## config.mk

```make
export PLATFORM = sky130hd
export DESIGN_NAME = period_tracker
export DESIGN_NICKNAME = d
export VERILOG_FILES = /design/src/rtl/period_tracker.sv
export SDC_FILE = /design/constraint.sdc
export NUM_CORES = 1
export LEC_CHECK = 0
export ABC_AREA = 0
export CELL_PAD_IN_SITES_DETAIL_PLACEMENT = 0
export CELL_PAD_IN_SITES_GLOBAL_PLACEMENT = 2
export CORE_UTILIZATION = 35
export DETAILED_ROUTE_END_ITERATION = 6
export DONT_BUFFER_PORTS = 1
export GPL_TIMING_DRIVEN = 0
export PLACE_DENSITY = 0.72
export SETUP_SLACK_MARGIN = 0.2
export SLEW_MARGIN = 40
export SYNTH_ARGS = -nofsm -noshare
export SYNTH_HDL_FRONTEND = slang
export SYNTH_SLANG_ARGS = --single-unit
```

## constraint.sdc

```tcl
create_clock -name clk -period 2.65 [get_ports clk]
set_clock_uncertainty 0.2 [all_clocks]
set_input_delay 0.53 -clock clk [delete_from_list [all_inputs] [get_ports clk]]
set_output_delay 0.53 -clock clk [all_outputs]
set_load 0.005 [all_outputs]
```

## src/rtl/period_tracker.sv

```systemverilog
// School-day period sequencer: follows minute ticks from the timer block and
// steps through class and break periods starting at FIRST_HOUR:00.
module period_tracker #(
  parameter int FIRST_HOUR  = 9,
  parameter int PERIOD_MIN  = 50,
  parameter int BREAK_MIN   = 10,
  parameter int NUM_PERIODS = 8
) (
  input  logic        clk,
  input  logic        rst,
  input  logic [10:0] time_in,
  input  logic        day_end,
  output logic [3:0]  period,
  output logic        in_class,
  output logic        in_break,
  output logic        period_start,
  output logic        period_end,
  output logic        day_done,
  output logic [5:0]  elapsed_min,
  output logic        time_err
);

  // state   | meaning
  // S_IDLE  | waiting for the first-period start time
  // S_CLASS | a class period is running
  // S_BREAK | break between two class periods
  // S_DONE  | last period finished, holding until day_end
  typedef enum logic [1:0] {S_IDLE, S_CLASS, S_BREAK, S_DONE} state_t;

  localparam logic [10:0] START_TIME  = {5'(FIRST_HOUR), 6'd0};
  localparam logic [5:0]  PERIOD_LEN  = 6'(PERIOD_MIN);
  localparam logic [5:0]  BREAK_LEN   = 6'(BREAK_MIN);
  localparam logic [3:0]  LAST_PERIOD = 4'(NUM_PERIODS);

  state_t      state, state_nx;
  logic [10:0] prev_time;
  logic        first_cyc;
  logic        armed, armed_nx;
  logic        time_valid, tick;
  logic [3:0]  period_nx;
  logic [5:0]  elapsed_nx, elapsed_inc;
  logic        start_nx, end_nx;

  assign time_valid  = (time_in[10:6] <= 5'd23) && (time_in[5:0] <= 6'd59);
  assign tick        = !first_cyc && time_valid && (time_in != prev_time);
  assign elapsed_inc = elapsed_min + 6'd1;

  // armed drops once the clock has run past the start time in IDLE, so a
  // missed start is not picked up later the same day.
  always_comb begin
    state_nx   = state;
    period_nx  = period;
    elapsed_nx = elapsed_min;
    start_nx   = 1'b0;
    end_nx     = 1'b0;
    armed_nx   = armed;
    if (day_end) begin
      state_nx   = S_IDLE;
      period_nx  = 4'd0;
      elapsed_nx = 6'd0;
      end_nx     = (state == S_CLASS);
      armed_nx   = 1'b1;
    end else if (tick) begin
      unique case (state)
        S_IDLE: begin
          if (armed && (time_in == START_TIME)) begin
            state_nx   = S_CLASS;
            period_nx  = 4'd1;
            elapsed_nx = 6'd0;
            start_nx   = 1'b1;
          end else if (time_in > START_TIME) begin
            armed_nx = 1'b0;
          end
        end
        S_CLASS: begin
          if (elapsed_inc == PERIOD_LEN) begin
            end_nx     = 1'b1;
            elapsed_nx = 6'd0;
            if (period < LAST_PERIOD) begin
              state_nx = S_BREAK;
            end else begin
              state_nx  = S_DONE;
              period_nx = 4'd0;
            end
          end else begin
            elapsed_nx = elapsed_inc;
          end
        end
        S_BREAK: begin
          if (elapsed_inc == BREAK_LEN) begin
            state_nx   = S_CLASS;
            period_nx  = period + 4'd1;
            elapsed_nx = 6'd0;
            start_nx   = 1'b1;
          end else begin
            elapsed_nx = elapsed_inc;
          end
        end
        default: ;
      endcase
    end
  end

  always_ff @(posedge clk or posedge rst) begin
    if (rst) begin
      state        <= S_IDLE;
      prev_time    <= 11'd0;
      first_cyc    <= 1'b1;
      armed        <= 1'b1;
      period       <= 4'd0;
      elapsed_min  <= 6'd0;
      in_class     <= 1'b0;
      in_break     <= 1'b0;
      day_done     <= 1'b0;
      period_start <= 1'b0;
      period_end   <= 1'b0;
      time_err     <= 1'b0;
    end else begin
      state        <= state_nx;
      prev_time    <= time_in;
      first_cyc    <= 1'b0;
      armed        <= armed_nx;
      period       <= period_nx;
      elapsed_min  <= elapsed_nx;
      in_class     <= (state_nx == S_CLASS);
      in_break     <= (state_nx == S_BREAK);
      day_done     <= (state_nx == S_DONE);
      period_start <= start_nx;
      period_end   <= end_nx;
      time_err     <= !time_valid;
    end
  end

endmodule

```

==> results.yml <==
clock_tree:
  path_clk_slew_ns: 0.07
  worstSkewPairLatency_ns: 0.28
  clock_sink_count: 31
  ctsHoldBuffers: 0
  cts_max_path_buffers: 2
  cts-buffers-inserted: 5
  cts_tree: "built"
  root_buffer: "clkbuf_8"
  cts_max_level: 2
power_and_ir_drop:
  clkPwrFrac_pct: 50.3
  p_switching_mw: 0.209
  power.density_nw_per_um2: 518
  ir_worst_vdd_mv: 0.316
  switching_share_pct: 19.2
  internal-power_mw: 0.879
  power_leakage_nw: 0.846
  p_comb_share_pct: 4.5
  seqPwrFrac_pct: 45.2
yosys:
  syn_area_per_cell_um2: 11.2
  synth_flop_cell: "dfrtp_1"
  seq_area_frac_synth_pct: 43.6
  syn_inst: 159
  synth.cell_area_um2: 1780
  yosysWarnings: 0
  synth_edf_count: 0
  ys_async_sr_fraction_pct: 100
  synth_fp_nets: 180
  synth_cell_types: 60
  synth_seq_cells: 31
worst_setup_path:
  slowest_delay_ns: 0.45
  crit_buf_inv: 1
  cp.arrival_ns: 2.44
  cp_top_family: "simple AND/OR/NAND/NOR gates"
  crit_chain: "inv_1 > ha_2 > nand2_1 > and4b_2 > a41oi_1 > nor4_1 > o32ai_4 > a211oi_1"
  worst_ep_required_time_ns: 2.63
  crit_slowest_cell: "dfrtp_1"
  crit_fanout: 5
  end_kind: "flip-flop"
  worstSetupPathType: "reg2reg"
  start_kind: "flip-flop"
  rrSetupSlack_ns: 0.19
min_path:
  holdCritPathClass: "in2async"
global_routing:
  grt_pass1_vias: 1207
  grt_use_total_pct: 15.6
  antenna_found_initial: 0
  grt_pass1_wl_um: 6150
  gr-total-overflow: 0
  grt_max_degree: 32
place:
  place_area_um2: 1870
  dp_cells: 226
  dpl.hpwl_um: 2810
  preCtsSetupSlack_ns: 0.00811
  port_buffers: 0
  gp_congestion: 0.782
timing:
  rsz0062_at_grt: "true"
  relSlewSlack_pct: 56.3
  setup-tns-final_ns: 0
  fin_ws_ns: 0.191
  finalSetupViolations: 0
  fmax_mhz: 407
  min_period_over_period_pct: 92.8
  slew_viol_final: 0
  tightest_slew_ns: 0.655
  finalHoldViolCount: 0
  min_period_ns: 2.46
layout:
  final_common_cell: "dfrtp_1"
  syn_to_final_growth_pct: 17.8
  final_area_um2: 2100
  diodes: 0
  final_cell_mix: "26 x dfrtp_1, 12 x xor2_1, 11 x nand2_1, 7 x nand3_1"
  fillers: 476
  finalNonFillerCells: 235
  final_layout_size_suffix_gt1_share_pct: 29.2
  layout.nets: 188
  multi_input_area_um2: 1030
  register_area_um2: 782
floorplanning:
  die_x_um: 73.4
  rows: 25
  initial_utilization_pct: 37.0
  chipHeight_um: 73.4
  core_area_um2: 4820
  fp.dieArea_um2: 5380
  ios: 30
status:
  status: "finished, final reports clean"
run:
  drv_cap: 0
routing:
  wl_per_cell_um: 16.7
  dr.pass1.iters: 4
  drtIter0Drc: 56
  totalWireLength_um: 3930
  ant_nets: 0
  routed-via-count: 1248
  via_per_inst: 5.31
  drc: 0
## cell families after synthesis
family                     Yosys count  share of synthesized area, %
buffers and inverters               11                          3.37
AOI/OAI and AO/OA                   37                          19.0
muxes                                1                         0.632
DFF                                 31                          43.6
xor gates and xnor gates            15                          7.37
other                                1                         0.210
adders and majority gates            7                          4.91
and+or+nand+nor                     56                          20.8
## stage by stage
step                      hold slack, ns  total power, mW  util (%)
after CTS                         0.0364             1.10      42.3
after global placement             0.282            0.548      38.8
after floorplan                    0.265            0.538         -
after detailed placement           0.292            0.549      38.8
after global routing              0.0469             1.13      43.6
final                             0.0143             1.09      43.6
## power groups by stage
stage / combinational, mW / sequential, mW / clock [mW]
2_1_floorplan: 0.0389 / 0.499 / 0
3_3_place_gp: 0.0487 / 0.500 / 0
3_5_place_dp: 0.0492 / 0.500 / 0
4_1_cts: 0.0495 / 0.492 / 0.563
5_1_grt: 0.0559 / 0.493 / 0.583
6_report: 0.0490 / 0.492 / 0.547
## path summary, 6_finish.rpt
path / from / endpoint / cells past startpoint
max in group asynchronous: rst / elapsed_min[0] / 1
min in group clk: time_in[0] / prev_time[0] / 0
worst max register to register: state[0] / day_done / 8
worst min-delay path: rst / prev_time[7] / 1
worst max-delay path: state[0] / day_done / 8
worst min register to register: armed / armed / 2
## worst register-to-register path, delay by kind of cell (launching register included)
| kind | cells | cell delay (ns) |
|---|---|---|
| AND/OR/NAND/NOR | 3 | 0.79 |
| buffers and inverters | 1 | 0.12 |
| flip-flops | 1 | 0.45 |
| adder cells (fa/ha/maj) | 1 | 0.25 |
| AO/OA/AOI/OAI | 3 | 0.56 |
## cell type report
type,instances,area share (%)
multi-input cells,117,49.3
flip-flops and latches,31,37.2
well taps,67,3.99
clock buffers,6,3.45
clock inverters,2,2.86
plain buffers,4,1.61
inverters,7,1.25
repair buffers,1,0.357
## synth_stat cells, drive strengths merged, types with 2 or more instances
cell | n | share of area, %
dfstp | 2 | 2.9
o21ai | 3 | 1.1
buf | 3 | 1.3
o32ai | 3 | 2.3
nand4 | 2 | 0.70
nand2 | 12 | 2.5
a22o | 3 | 1.5
ha | 7 | 4.9
nand3 | 8 | 2.9
o21a | 2 | 0.84
xor2 | 12 | 5.9
a32o | 3 | 1.8
or2 | 2 | 0.70
xnor2 | 3 | 1.5
nor4 | 6 | 3.2
a41oi | 2 | 0.98
a211oi | 3 | 1.5
nand2b | 2 | 0.70
nor3 | 6 | 2.6
o2111ai | 2 | 1.3
nor2 | 6 | 1.3
inv | 7 | 1.5
dfrtp | 29 | 41
and2b | 3 | 1.4
a21oi | 4 | 1.1
o211ai | 3 | 1.3
## layer usage
layer	routed length, um	vias to the layer above	share of wire [%]	track usage, %
met4	36	0	0.92	5.77
met5	0	-	0	0
met2	1860	26	47	23.3
li1	-	609	-	-
met3	177	4	4.5	5.35
met1	1850	609	47	20.9
## flip-flops by register name (all words and copies together), names as in the netlist, 2 cells and up
signal	cells
period	4
state	2
elapsed_min	6
prev_time	11
## what timing repair did
item / CTS / global route
setup endpoints to repair: 8 / 11
gates cloned: 0 / 0
setup buffers: 1 / 0
resized for setup: 6 / 13
pin swaps: 1 / 7
No activity file was read; power rests on OpenSTA's default activity.
